`src/rtl/sa_ram_rd_pkg.sv`:
```
// Shared constants and the response entry type for the sa_ram read streamer.
// Latency: n/a (types and constants only).
// Backpressure: n/a.
package sa_ram_rd_pkg;

    localparam int DEFAULT_DW         = 80;
    localparam int DEFAULT_AW         = 5;
    localparam int DEFAULT_RAM_DEPTH  = 19;
    localparam int DEFAULT_FIFO_DEPTH = 4;

    // One response as it sits in the skid FIFO. The data field is sized for
    // the default RAM width; a streamer instance must not use a wider DW.
    typedef struct packed {
        logic                  err;
        logic [DEFAULT_DW-1:0] data;
    } rd_entry_t;

    // Bits needed to hold a count in the range 0..max_val.
    function automatic int cnt_w(input int max_val);
        return $clog2(max_val + 1);
    endfunction

endpackage

```
`src/rtl/sa_ram_rd_skid_fifo.sv`:
```
// Synchronous circular FIFO with an occupancy count; fall-through is the parent's job.
// Latency: a pushed entry is visible at head_dat the cycle after the push.
// Backpressure: none internally; the parent's credit scheme guarantees no overflow.
//
// Ports: clk/reset (sync, active-high); push/push_dat write the tail;
//        pop advances the head; head_dat, count and empty describe the state.
module sa_ram_rd_skid_fifo
    import sa_ram_rd_pkg::*;
#(
    parameter int W     = 8,
    parameter int DEPTH = 4
) (
    input  logic                     clk,
    input  logic                     reset,
    input  logic                     push,
    input  logic [W-1:0]             push_dat,
    input  logic                     pop,
    output logic [W-1:0]             head_dat,
    output logic [cnt_w(DEPTH)-1:0]  count,
    output logic                     empty
);

    localparam int PW = (DEPTH > 1) ? $clog2(DEPTH) : 1;
    localparam int CW = cnt_w(DEPTH);

    logic [W-1:0]  mem [DEPTH];
    logic [PW-1:0] wr_ptr;
    logic [PW-1:0] rd_ptr;

    // Explicit wrap so non-power-of-two depths work.
    function automatic logic [PW-1:0] ptr_inc(input logic [PW-1:0] p);
        return (p == PW'(DEPTH - 1)) ? '0 : p + 1'b1;
    endfunction

    always_ff @(posedge clk) begin
        if (reset) begin
            wr_ptr <= '0;
            rd_ptr <= '0;
            count  <= '0;
        end else begin
            if (push) wr_ptr <= ptr_inc(wr_ptr);
            if (pop)  rd_ptr <= ptr_inc(rd_ptr);
            if (push && !pop)      count <= count + CW'(1);
            else if (pop && !push) count <= count - CW'(1);
        end
    end

    // Storage needs no reset: only entries below count are ever presented.
    always_ff @(posedge clk) begin
        if (push) mem[wr_ptr] <= push_dat;
    end

    assign head_dat = mem[rd_ptr];
    assign empty    = (count == '0);

endmodule

```
`src/rtl/sa_ram_rd_stream.sv`:
```
// Read-side controller for a two-stage registered-read RAM: request stream in, in-order data stream out.
// Latency: 2 cycles from request accept to rsp_valid when the FIFO is empty and rsp_ready is high.
// Backpressure: req_ready is a registered credit (FIFO + in-flight < FIFO_DEPTH), so stalled reads always land in the skid FIFO.
//
// Ports: req_valid/req_ready/req_addr request stream; rsp_valid/rsp_ready/rsp_data/rsp_err
//        response stream (err = address out of range, data forced to zero);
//        ram_ra/ram_re/ram_ore/ram_dout/ram_byp_sel/ram_dbyp drive the RAM read port.
module sa_ram_rd_stream
    import sa_ram_rd_pkg::*;
#(
    parameter int DW         = DEFAULT_DW,
    parameter int AW         = DEFAULT_AW,
    parameter int RAM_DEPTH  = DEFAULT_RAM_DEPTH,
    parameter int FIFO_DEPTH = DEFAULT_FIFO_DEPTH
) (
    input  logic          clk,
    input  logic          reset,
    input  logic          req_valid,
    output logic          req_ready,
    input  logic [AW-1:0] req_addr,
    output logic          rsp_valid,
    input  logic          rsp_ready,
    output logic [DW-1:0] rsp_data,
    output logic          rsp_err,
    output logic [AW-1:0] ram_ra,
    output logic          ram_re,
    output logic          ram_ore,
    input  logic [DW-1:0] ram_dout,
    output logic          ram_byp_sel,
    output logic [DW-1:0] ram_dbyp
);

    localparam int CW = cnt_w(FIFO_DEPTH);
    // FIFO count plus the two pipeline stage bits.
    localparam int SW = cnt_w(FIFO_DEPTH + 2);

    logic            s1_vld;
    logic            s1_err;
    logic            s2_vld;
    logic            s2_err;
    logic            ready_q;
    logic            accept;
    logic            in_range;
    logic            fifo_push;
    logic            fifo_pop;
    logic            fifo_empty;
    logic [CW-1:0]   fifo_count;
    logic [CW-1:0]   count_nxt;
    logic [SW-1:0]   credit_nxt;
    rd_entry_t       s2_entry;
    rd_entry_t       head_entry;
    rd_entry_t       rsp_entry;

    // ---------------- request side ----------------
    assign in_range  = (32'(req_addr) < RAM_DEPTH);
    assign accept    = req_valid & ready_q;
    assign req_ready = ready_q;

    // Out-of-range requests never touch the RAM; ra is parked at zero when idle.
    assign ram_re      = accept & in_range;
    assign ram_ra      = ram_re ? req_addr : '0;
    assign ram_ore     = s1_vld & ~s1_err;
    assign ram_byp_sel = 1'b0;
    assign ram_dbyp    = '0;

    // ---------------- S2 response formation ----------------
    always_comb begin
        s2_entry      = '0;
        s2_entry.err  = s2_vld & s2_err;
        s2_entry.data = (s2_vld && !s2_err) ? DEFAULT_DW'(ram_dout) : '0;
    end

    // The FIFO head is always older than S2, so it has priority. S2 bypasses
    // the FIFO only when nothing is queued and the consumer takes it now;
    // otherwise it is pushed so the same values reappear from the head.
    assign fifo_pop  = ~fifo_empty & rsp_ready;
    assign fifo_push = s2_vld & ~(fifo_empty & rsp_ready);

    assign rsp_valid = ~fifo_empty | s2_vld;

    always_comb begin
        rsp_entry = fifo_empty ? s2_entry : head_entry;
        rsp_data  = DW'(rsp_entry.data);
        rsp_err   = rsp_entry.err;
    end

    sa_ram_rd_skid_fifo #(
        .W     ($bits(rd_entry_t)),
        .DEPTH (FIFO_DEPTH)
    ) u_fifo (
        .clk      (clk),
        .reset    (reset),
        .push     (fifo_push),
        .push_dat (s2_entry),
        .pop      (fifo_pop),
        .head_dat (head_entry),
        .count    (fifo_count),
        .empty    (fifo_empty)
    );

    // ---------------- credit ----------------
    // req_ready is registered from the next-cycle occupancy, which equals the
    // credit rule evaluated on registered terms and keeps rsp_ready off the
    // req_ready output path. Next S1 = this accept, next S2 = current S1.
    assign count_nxt  = fifo_count + CW'(fifo_push) - CW'(fifo_pop);
    assign credit_nxt = SW'(count_nxt) + SW'(accept) + SW'(s1_vld);

    always_ff @(posedge clk) begin
        if (reset) begin
            s1_vld  <= 1'b0;
            s1_err  <= 1'b0;
            s2_vld  <= 1'b0;
            s2_err  <= 1'b0;
            ready_q <= 1'b0;
        end else begin
            s1_vld  <= accept;
            s1_err  <= accept & ~in_range;
            s2_vld  <= s1_vld;
            s2_err  <= s1_err;
            ready_q <= (credit_nxt < SW'(FIFO_DEPTH));
        end
    end

endmodule

```
`config.mk`:
```
export PLATFORM = sky130hd
export DESIGN_NAME = sa_ram_rd_stream
export DESIGN_NICKNAME = d
export VERILOG_FILES = /design/src/rtl/sa_ram_rd_pkg.sv /design/src/rtl/sa_ram_rd_skid_fifo.sv /design/src/rtl/sa_ram_rd_stream.sv
export SDC_FILE = /design/constraint.sdc
export NUM_CORES = 1
export LEC_CHECK = 0
export ABC_AREA = 1
export ABC_CLOCK_PERIOD_IN_PS = 10300
export BUFFER_PORTS_ARGS = -buffer_cell sky130_fd_sc_hd__buf_2
export CORE_AREA = 10 10 172 174
export CTS_BUF_LIST = sky130_fd_sc_hd__clkbuf_4 sky130_fd_sc_hd__clkbuf_8
export CTS_CLUSTER_SIZE = 25
export DETAILED_ROUTE_END_ITERATION = 8
export DIE_AREA = 0 0 182 184
export PLACE_DENSITY = 0.83
export SETUP_SLACK_MARGIN = 0.15
export SYNTH_ARGS = -nofsm -noshare
export SYNTH_HDL_FRONTEND = slang
export SYNTH_SLANG_ARGS = --single-unit
```
`constraint.sdc`:
```
create_clock -name clk -period 10.3 [get_ports clk]
set_input_delay 2.06 -clock clk [delete_from_list [all_inputs] [get_ports clk]]
set_output_delay 2.06 -clock clk [all_outputs]
set_load 0.1 [all_outputs]
```
==> flow_summary.ini <==
[logic_synthesis]
yosys.area.top_type = edfxtp_1
seq_area_frac_synth_pct = 64.71
synthCells = 1458
synth_area_leaders = edfxtp_1 63%, nand2_1 8.5%, nor2_1 4.5%
synth_top_cell_area_share_pct = 62.90
yosysUniqueCellTypes = 29
synth.avg_cell_area_um2 = 10.61
synth_seq_cells = 338
ys_warn_count = 0
syn-cell-area_um2 = 15470

[clock_network]
cts_max_level = 2
cts-root-buf = clkbuf_8
clkSlewWorstSetupHoldPaths_ns = 0.06
clock_latency_ns = 0.56
cts_setup_buffers = 0
cts_buffers = 51
hold_buffers = 0
clk_path_buf_depth = 3
clock_sinks = 338
cts_tree = done
post_cts_resized = 0

[sta]
setup_viol = 0
worstMarginPinSlew_ns = 1.202
drv_slew = 0
hold_viol = 0
relSlewSlack_pct = 19.88
max_clock_freq_mhz = 174.6
fin_crit_ns = 5.728
rsz0062_at_grt = false
fin_skew_ns = 0.01629
fin_crit_sh_pct = 55.61
tns_ns = 0

[pwr]
ir_worst_vdd_v = 0.0002662
p_per_area_nw_per_um2 = 295.7
power_leakage_nw = 7.614

[setup_path]
crit_slowest_cell = buf_4
max_stage_delay_ns = 0.93
crit_path_end_kind = primary output
crit_fanout = 124
worstPathRequired_ns = 8.24
path_cells = inv_4, buf_4, o21ai_0, nand2_1, nand2_1, o21ai_1, buf_2
critical_path_arrival_ns = 3.67
crit_type = reg -> out
critPathLaunchType = register
crit_top_cell = nand2_1

[route]
dr.pass1.iters = 6
routed_wl_mm = 33.72
vias = 10570
avgViaCountPerCell = 5.300
drt-initial-drc-count = 917
drc = 0
antenna_left = 0
wl_per_cell_um = 16.91

[min_path]
min-delay-path-class = reg -> reg

[floorplanning]
initial_core_util_pct = 59.70
core.rowCount = 59
coreArea_um2 = 25910
die-height_um = 184
dieArea_um2 = 33490
pin_count = 260
die-width_um = 182

[finish]
fin_cells = 1994
fillers = 1871
multiInputGateArea_um2 = 4304
seqCellArea_um2 = 10020
nNetsFinal = 1721
drive_gt1_share_pct = 20.74
n_antenna_cell = 0
syn2layout_area_growth_pct = 10.90

[placed_design]
gp_congestion = 0.7738
hpwl_mm = 19.76
numPortBuffers = 178
dp.cells = 1904

[grt]
grt_pass1_wl_mm = 53.68
antenna_found_initial = 0
use_met2_pct = 33.67
grt_use_met3_pct = 5.394
grt_pass1_vias = 10860
grt_use_met1_pct = 22.89
grt-ovfl-total = 0
grt.total_usage_pct = 19.43
grt_max_degree = 125
grt-busiest-layer = met2

[status]
status = finished, final reports clean

[flow_run]
cap_violations = 0
[cell usage after synthesis]
cell type,n
a21oi_1,4
buf_12,1
nor2_2,1
conb_1,1
nand2_1,349
edfxtp_1,324
nand3_1,104
inv_4,1
ha_1,8
o21ai_2,30
dfxtp_1,14
inv_2,2
buf_4,92
nor3_1,1
buf_6,6
nand3_2,30
buf_8,3
clkbuf_1,20
buf_2,32
nand3b_1,1
nand2_4,1
inv_1,107
o21ai_1,41
nor2_1,185
o21ai_0,91
fa_1,2
nor2_4,1
clkbuf_2,5
nand2_2,1
[placed cells by master, fill, tap and decap left out, types with 2 or more instances in the layout]
cell       instances
dfxtp_1           12
clkbuf_4          13
o21ai_1           41
dfxtp_4            2
o21ai_0           91
buf_4             12
ha_1               8
clkinv_1           9
inv_1            107
clkinv_4           2
clkinv_2           7
bufinv_16          2
nand3_2           30
nor2_1           181
fa_1               2
conb_1            81
clkbuf_8          55
nand2_1          349
nor2_4             5
nand3_1          104
a21oi_1            4
edfxtp_1         324
o21ai_2           30
inv_2              2
buf_2            178
[path summary, 6_finish.rpt]
path                                start                    to  slack (ns)  cells past startpoint
max                              register          rsp_data[70]        4.57                      7
min                     s1_err$_SDFF_PP0_     s2_err$_SDFF_PP0_        0.46                      2
max reg2reg  u_fifo.count[0]$_SDFFE_PP0P_  req_ready$_SDFF_PP0_        6.81                     14
min reg2reg             s1_err$_SDFF_PP0_     s2_err$_SDFF_PP0_        0.46                      2
[state kept, by name, summed over array words and instances (netlist names), 2 cells and up, named ones only]
| signal | count |
|---|---|
| u_fifo.mem | 324 |
| u_fifo.count | 3 |
| u_fifo.rd_ptr | 2 |
| u_fifo.wr_ptr | 2 |
[routing by layer]
layer	routed length (um)	up-vias	share of wire, %
met1	13060	4981	39
li1	-	5045	-
met4	751	0	2.2
met3	3066	60	9.1
met2	16840	482	50
met5	0	-	0
[metrics by stage]
step / instance area [um^2] / power [W] / setup slack [ns] / hold WS, ns / util [%]
after global placement: 16140 / 0.003995 / 5.155 / 0.4142 / 62.28
after detailed placement: 16140 / 0.004029 / 5.145 / 0.4256 / 62.28
after global routing: 17150 / 0.005291 / 4.289 / 0.4746 / 66.20
after floorplan: 15770 / 0.003737 / 4.017 / 0.4034 / -
final: 17150 / 0.005072 / 4.572 / 0.4555 / 66.20
after CTS: 17150 / 0.005101 / 4.563 / 0.4608 / 66.20
[critical path, delay by kind of cell (launching register included)]
family | cells | cell delay (ns)
compound gates | 2 | 0.46
buf+inv | 3 | 1.83
flops | 1 | 0.55
simple gates | 2 | 0.17
[final cells by class]
class	count	area share [%]
sequential	338	58.40
multi-input combinational	931	25.09
timing repair buffer	190	5.718
clock buffer	68	4.982
tap	335	2.443
inverter	110	2.422
clock inverter	22	0.9482
[power by group]
part / internal [W] / switching (W) / total, W
registers: 0.00152 / 0.0000368 / 0.00156
logic: 0.000369 / 0.00206 / 0.00243
clock network: 0.000591 / 0.000490 / 0.00108
[cells by family (layout without fill, tap and decap cells)]
| group | Yosys count | count (layout) | share of synthesized area (%) |
|---|---|---|---|
| AO/OA/AOI/OAI | 166 | 166 | 6.099 |
| other | 1 | 81 | 0.02424 |
| AND/OR/NAND/NOR | 674 | 674 | 18.57 |
| buffers and inverters | 269 | 390 | 9.690 |
| flip-flops | 338 | 338 | 64.71 |
| adder cells (fa/ha/maj) | 10 | 10 | 0.9060 |
Note: power is estimated with default switching activity, not from simulation.
